--- config.mk ---
export PLATFORM = sky130hd
export DESIGN_NAME = uart_rx_frame_ctrl
export DESIGN_NICKNAME = d
export VERILOG_FILES = /design/src/rtl/uart_pkg.sv /design/src/rtl/uart_frame_buf.sv /design/src/rtl/uart_rx_frame_ctrl.sv
export SDC_FILE = /design/constraint.sdc
export NUM_CORES = 1
export LEC_CHECK = 0
export CORE_UTILIZATION = 60
export CTS_BUF_LIST = sky130_fd_sc_hd__clkbuf_4 sky130_fd_sc_hd__clkbuf_8
export CTS_CLUSTER_DIAMETER = 50
export DETAILED_ROUTE_END_ITERATION = 10
export PLACE_DENSITY = 0.78
export SETUP_SLACK_MARGIN = 0.1
export SYNTH_ARGS = -nofsm -noshare
export SYNTH_HDL_FRONTEND = slang
export SYNTH_SLANG_ARGS = --single-unit
--- constraint.sdc ---
create_clock -name clk_i -period 5.2 [get_ports clk_i]
set_input_delay 1.04 -clock clk_i [delete_from_list [all_inputs] [get_ports clk_i]]
set_output_delay 1.04 -clock clk_i [all_outputs]
set_load 0.01 [all_outputs]
--- src/rtl/uart_pkg.sv ---
// Shared encodings for the UART receive frame sequencer: FSM states and error codes.
package uart_pkg;

  typedef enum logic [2:0] {
    ST_IDLE,
    ST_LEN,
    ST_PAYLOAD,
    ST_CSUM,
    ST_DRAIN
  } state_e;

  typedef enum logic [1:0] {
    ERR_NONE = 2'd0,
    ERR_LEN  = 2'd1,
    ERR_CSUM = 2'd2,
    ERR_TO   = 2'd3
  } err_e;

endpackage

--- src/rtl/uart_frame_buf.sv ---
// Payload buffer: DEPTH x 8 register file, one synchronous write port, combinational read.
module uart_frame_buf #(
  parameter int DEPTH = 16,
  parameter int AW    = $clog2(DEPTH)
) (
  input  logic          clk_i,
  input  logic          we_i,
  input  logic [AW-1:0] waddr_i,
  input  logic [7:0]    wdata_i,
  input  logic [AW-1:0] raddr_i,
  output logic [7:0]    rdata_o
);

  logic [7:0] mem [DEPTH];

  // Pure data storage: left unreset, the control path never reads a slot before writing it.
  always_ff @(posedge clk_i) begin
    if (we_i) mem[waddr_i] <= wdata_i;
  end

  assign rdata_o = mem[raddr_i];

endmodule

--- src/rtl/uart_rx_frame_ctrl.sv ---
// Frame sequencer behind the UART byte receiver: parses HEADER/LEN/payload/CSUM,
// buffers the payload and streams it out only once the checksum has matched.
module uart_rx_frame_ctrl
  import uart_pkg::*;
#(
  parameter logic [7:0] HEADER      = 8'hA5,
  parameter int         MAX_LEN     = 16,
  parameter int         TIMEOUT_CYC = 50000,
  parameter int         TO_W        = 16
) (
  input  logic       clk_i,
  input  logic       rst_i,
  input  logic       rx_valid_i,
  input  logic [7:0] rx_data_i,
  output logic       out_valid_o,
  output logic [7:0] out_data_o,
  output logic       out_last_o,
  input  logic       out_ready_i,
  output logic       frame_ok_o,
  output logic       frame_err_o,
  output logic [1:0] err_code_o,
  output logic       busy_o
);

  localparam int PTR_W = $clog2(MAX_LEN);

  state_e            state_q, state_d;
  logic [7:0]        len_q, len_d;
  logic [7:0]        sum_q, sum_d;
  logic [PTR_W-1:0]  wr_ptr_q, wr_ptr_d;
  logic [PTR_W-1:0]  rd_ptr_q, rd_ptr_d;
  logic [TO_W-1:0]   to_cnt_q, to_cnt_d;
  logic              frame_ok_q, frame_ok_d;
  logic              frame_err_q, frame_err_d;
  err_e              err_code_q, err_code_d;

  logic              buf_we;
  logic [7:0]        buf_rdata;
  logic              wr_last, rd_last, timed_out;

  uart_frame_buf #(
    .DEPTH (MAX_LEN),
    .AW    (PTR_W)
  ) u_buf (
    .clk_i   (clk_i),
    .we_i    (buf_we),
    .waddr_i (wr_ptr_q),
    .wdata_i (rx_data_i),
    .raddr_i (rd_ptr_q),
    .rdata_o (buf_rdata)
  );

  assign wr_last   = (9'(wr_ptr_q) == 9'(len_q) - 9'd1);
  assign rd_last   = (9'(rd_ptr_q) == 9'(len_q) - 9'd1);
  // An arriving byte always beats expiry, so expiry is only checked on idle cycles.
  assign timed_out = !rx_valid_i && (to_cnt_q == TO_W'(TIMEOUT_CYC - 1));

  always_comb begin
    state_d     = state_q;
    len_d       = len_q;
    sum_d       = sum_q;
    wr_ptr_d    = wr_ptr_q;
    rd_ptr_d    = rd_ptr_q;
    frame_ok_d  = 1'b0;
    frame_err_d = 1'b0;
    err_code_d  = err_code_q;
    buf_we      = 1'b0;

    if (rx_valid_i || state_q == ST_IDLE || state_q == ST_DRAIN) to_cnt_d = '0;
    else                                                        to_cnt_d = to_cnt_q + TO_W'(1);

    unique case (state_q)
      ST_IDLE: begin
        if (rx_valid_i && rx_data_i == HEADER) state_d = ST_LEN;
      end
      ST_LEN: begin
        if (rx_valid_i) begin
          if (rx_data_i == 8'd0 || int'(rx_data_i) > MAX_LEN) begin
            frame_err_d = 1'b1;
            err_code_d  = ERR_LEN;
            state_d     = ST_IDLE;
          end else begin
            len_d    = rx_data_i;
            sum_d    = rx_data_i;
            wr_ptr_d = '0;
            state_d  = ST_PAYLOAD;
          end
        end else if (timed_out) begin
          frame_err_d = 1'b1;
          err_code_d  = ERR_TO;
          state_d     = ST_IDLE;
        end
      end
      ST_PAYLOAD: begin
        if (rx_valid_i) begin
          buf_we = 1'b1;
          sum_d  = sum_q + rx_data_i;
          if (wr_last) state_d  = ST_CSUM;
          else         wr_ptr_d = wr_ptr_q + PTR_W'(1);
        end else if (timed_out) begin
          frame_err_d = 1'b1;
          err_code_d  = ERR_TO;
          state_d     = ST_IDLE;
        end
      end
      ST_CSUM: begin
        if (rx_valid_i) begin
          if (rx_data_i == sum_q) begin
            frame_ok_d = 1'b1;
            rd_ptr_d   = '0;
            state_d    = ST_DRAIN;
          end else begin
            frame_err_d = 1'b1;
            err_code_d  = ERR_CSUM;
            state_d     = ST_IDLE;
          end
        end else if (timed_out) begin
          frame_err_d = 1'b1;
          err_code_d  = ERR_TO;
          state_d     = ST_IDLE;
        end
      end
      ST_DRAIN: begin
        // A byte arriving while draining is an overrun: drop it, keep streaming.
        if (rx_valid_i) begin
          frame_err_d = 1'b1;
          err_code_d  = ERR_TO;
        end
        if (out_ready_i) begin
          if (rd_last) state_d  = ST_IDLE;
          else         rd_ptr_d = rd_ptr_q + PTR_W'(1);
        end
      end
      default: state_d = ST_IDLE;
    endcase
  end

  always_ff @(posedge clk_i or posedge rst_i) begin
    if (rst_i) begin
      state_q     <= ST_IDLE;
      len_q       <= '0;
      sum_q       <= '0;
      wr_ptr_q    <= '0;
      rd_ptr_q    <= '0;
      to_cnt_q    <= '0;
      frame_ok_q  <= 1'b0;
      frame_err_q <= 1'b0;
      err_code_q  <= ERR_NONE;
    end else begin
      state_q     <= state_d;
      len_q       <= len_d;
      sum_q       <= sum_d;
      wr_ptr_q    <= wr_ptr_d;
      rd_ptr_q    <= rd_ptr_d;
      to_cnt_q    <= to_cnt_d;
      frame_ok_q  <= frame_ok_d;
      frame_err_q <= frame_err_d;
      err_code_q  <= err_code_d;
    end
  end

  // Buffer contents are unreset, so data is forced to zero whenever nothing is offered.
  assign out_valid_o = (state_q == ST_DRAIN);
  assign out_data_o  = out_valid_o ? buf_rdata : 8'h00;
  assign out_last_o  = out_valid_o && rd_last;
  assign frame_ok_o  = frame_ok_q;
  assign frame_err_o = frame_err_q;
  assign err_code_o  = err_code_q;
  assign busy_o      = (state_q != ST_IDLE);

endmodule

==> metrics <==
async set-or-reset flop fraction in the synthesized netlist 26.9%; initial antenna violation count 0; Crit path required time 4.16 ns; total net switching power 0.663 mW; CTS sink cnt 175; GRT Total Usage 26.2%; crit-path max cell delay 0.67 ns; Crit path arrival time 3.17 ns; first-pass GRT wire length 24600 um; hold_ws 0.473 ns; Max Slew Vio Count 0; hold crit path type reg2reg; clk root buf clkbuf_8; WP depth 5; DR iter-0 viols 468; RR Startpoint state_q[1]; total grt overflow 0; CP Capture Type output port; FILL cells 870; Detail Route Antenna Nets 0; Final Skew 0.00915 ns; worst-case reg-to-reg path depth 5; Final min period 4.21 ns; Buf/Inv on CP 2; Crit path max-delay family multiplexers; Final period util 81.0%; Max-slew headroom 26.9%; htree depth 4; post-synthesis cell count 512; fmax 237 MHz; #FFs+latches synth 175; pre-CTS WS 1.20 ns; RSZ-0062 raised after global routing no; crit path max-delay cell type dfrtp_2; iteration count of the initial detailed-routing pass 6; combinational power share 13.3%; top cells by area, synth edfxtp_1, dfrtp_1, mux4_2; DIE AREA 13400 um^2; PwrDens 323 nW/um^2; largest net degree at the start of global routing 48; kind of critical path reg2out; dpl hpwl 10500 um; clock tree buffer depth 2; Vias 4576; vias in the first global route 4493; most frequent CP cell mux4_2; Worst Setup Start Kind flip-flop; Residual DRC 0; clock slew seen by the registers of the worst setup and hold paths 0.08 ns; sequential-to-total area share from yosys stat 64.6%; DP Cell Count 697; area fraction of the dominant cell type after synthesis 49.5%; post-synth top area cell edfxtp_1; clock share of power 30.4%; final setup TNS 0 ns; synthesized area per cell 15.2 um^2; core area 12600 um^2; reg2reg setup slack 2.28 ns; outcome finished, final reports clean; Post-synth EDFFs 128; DR WL/cell 21.7 um; CTS tree done; DR vias/cell 6.28; switching share of power 23.9%; postcts setup bufs 0; antenna cell count 0; Synth Net Count 539; Power Total 2.78 mW; die width 116 um; hold_sp to_cnt_q[0]; Hold Path Sink to_cnt_q[0]; Crit Path Max Fanout 16; Setup WS post-layout 0.989 ns; r2r endpoint u_buf.mem[5][4]; CP Cell Sequence buf_4 > mux4_2 > mux4_2 > and2_1 > clkdlybuf4s50_1; Yosys Warn Count 0; Initial Utilization 61.6%; total internal power 2.11 mW; worst skew pair latency 0.45 ns; drt total wl 15800 um; Hold Path Cell Cnt 1; Final GP Congestion 0.919; share of cells above drive strength 1 16.3%; Max Cap Viol 0; Rows 41; final net count 571; Seq pwr share 56.3%; Post-Syn Area 7770 um^2; I/O pin count 27; worst-margin pin slew 1.09 ns; CTS buffer count 17; CTS hold repair buffers 0; Die Y-Extent 116 um; peak supply drop 191 uV; Most used DFF post-synth edfxtp_1; Final setup viols 0; post-CTS resize count 0; Non-Filler Instances 729; Area Growth Syn to Fin 10.4%; Unique masters post-synth 55; final hold violation count 0; Port Buffer Count 26; leak pwr 3.03 nW
## power groups by stage
stage                     clock (mW)  sequential [mW]  combinational (mW)
after floorplan                    0             1.55               0.288
after global placement             0             1.60               0.365
after detailed placement           0             1.60               0.372
after CTS                      0.852             1.56               0.373
after global routing           0.910             1.57               0.400
final                          0.843             1.56               0.370
## layer usage
layer / vias up / share of wire (%) / global-route usage (%)
li1: 2016 / - / -
met1: 2309 / 41 / 35.2
met2: 218 / 50 / 41.6
met3: 33 / 7.7 / 6.17
met4: 0 / 2.0 / 10.8
met5: - / 0 / 0
## worst reg2reg max path: cells and delay by family (launching register included)
kind             cells  cell delay, ns
and+or+nand+nor      5            2.00
DFF                  1            0.54
## Yosys cell counts, types with 4 or more instances
cell      number
edfxtp_1     128
dfrtp_1       47
mux4_2        40
nor2_1        38
inv_1         22
nand2_1       18
clkbuf_1      16
nand3_1       16
and2_1        15
a21oi_1       14
ha_1          14
xor2_1        14
o21ai_0       12
xnor2_1       11
and3_1         9
nor3_1         9
nand4_1        8
nor4_1         8
or3_1          6
mux2_2         5
a22o_1         4
a31oi_1        4
buf_2          4
## logic make-up after synthesis
kind of cell	synth area share [%]
multiplexers	12.6
AND/OR/NAND/NOR	10.1
adder cells (fa/ha/maj)	2.51
flip-flops	64.6
buffers and inverters	2.19
XOR/XNOR	3.40
AO/OA/AOI/OAI	4.62
## per-stage QoR
step	cell area, um^2	util (%)
6_report	8580	68.0
3_3_place_gp	8230	65.2
4_1_cts	8580	68.0
3_5_place_dp	8230	65.2
5_1_grt	8580	68.0
2_1_floorplan	7770	-
## flip-flops by register name (all words and copies together), names as in the netlist
name         flops
rd_ptr_q         4
u_buf.mem      128
wr_ptr_q         4
state_q          3
to_cnt_q        16
err_code_o       2
frame_ok_o       1
sum_q            8
len_q            8
frame_err_o      1
## worst max path at each step
| stage | start | endpoint | slack [ns] |
|---|---|---|---|
| 2_1_floorplan | rd_ptr_q[0] | out_data_o[7] | 2.15 |
| 3_3_place_gp | rx_data_i[0] | sum_q[7] | 1.35 |
| 3_5_place_dp | rx_data_i[0] | sum_q[7] | 1.20 |
| 4_1_cts | rd_ptr_q[0] | out_data_o[1] | 0.88 |
| 5_1_grt | rd_ptr_q[0] | out_data_o[0] | 0.80 |
| 6_report | rd_ptr_q[0] | out_data_o[1] | 0.99 |
## area by class of cell
class                   count  area (um^2)  share of cell area [%]
well taps                 172          215                    2.51
multi-input cells         293         2580                    30.1
clock inverters            12         96.3                    1.12
inverters                  22         82.6                   0.963
flip-flops and latches    175         5020                    58.5
clock buffers              20          256                    2.99
repair buffers             35          328                    3.82
## cells in the final DEF, fill, tap and decap left out, types with 3 or more instances in the layout
cell             synthesis  layout
clkinv_2                 0       3
xor2_1                  14      14
dfrtp_1                 47      46
and3_1                   9       9
or3_1                    6       6
mux4_2                  40      40
clkbuf_4                 0       3
or2_2                    3       3
ha_1                    14      14
and2_1                  15      15
o31ai_1                  3       3
nand2b_1                 3       3
nor3_1                   9       9
mux2_2                   5       5
nand2_1                 18      18
nand3_1                 16      16
nor2b_1                  3       3
a22o_1                   4       4
nand4_1                  8       8
a21oi_1                 14      14
a31oi_1                  4       4
nor2_1                  38      38
clkinvlp_4               0       3
clkbuf_8                 0      17
edfxtp_1               128     128
nor4_1                   8       8
o21ai_0                 12      12
buf_4                    0       9
inv_1                   22      21
clkdlybuf4s50_1          0      26
xnor2_1                 11      11
clkinv_1                 0       3
No activity file was read; power rests on OpenSTA's default activity.
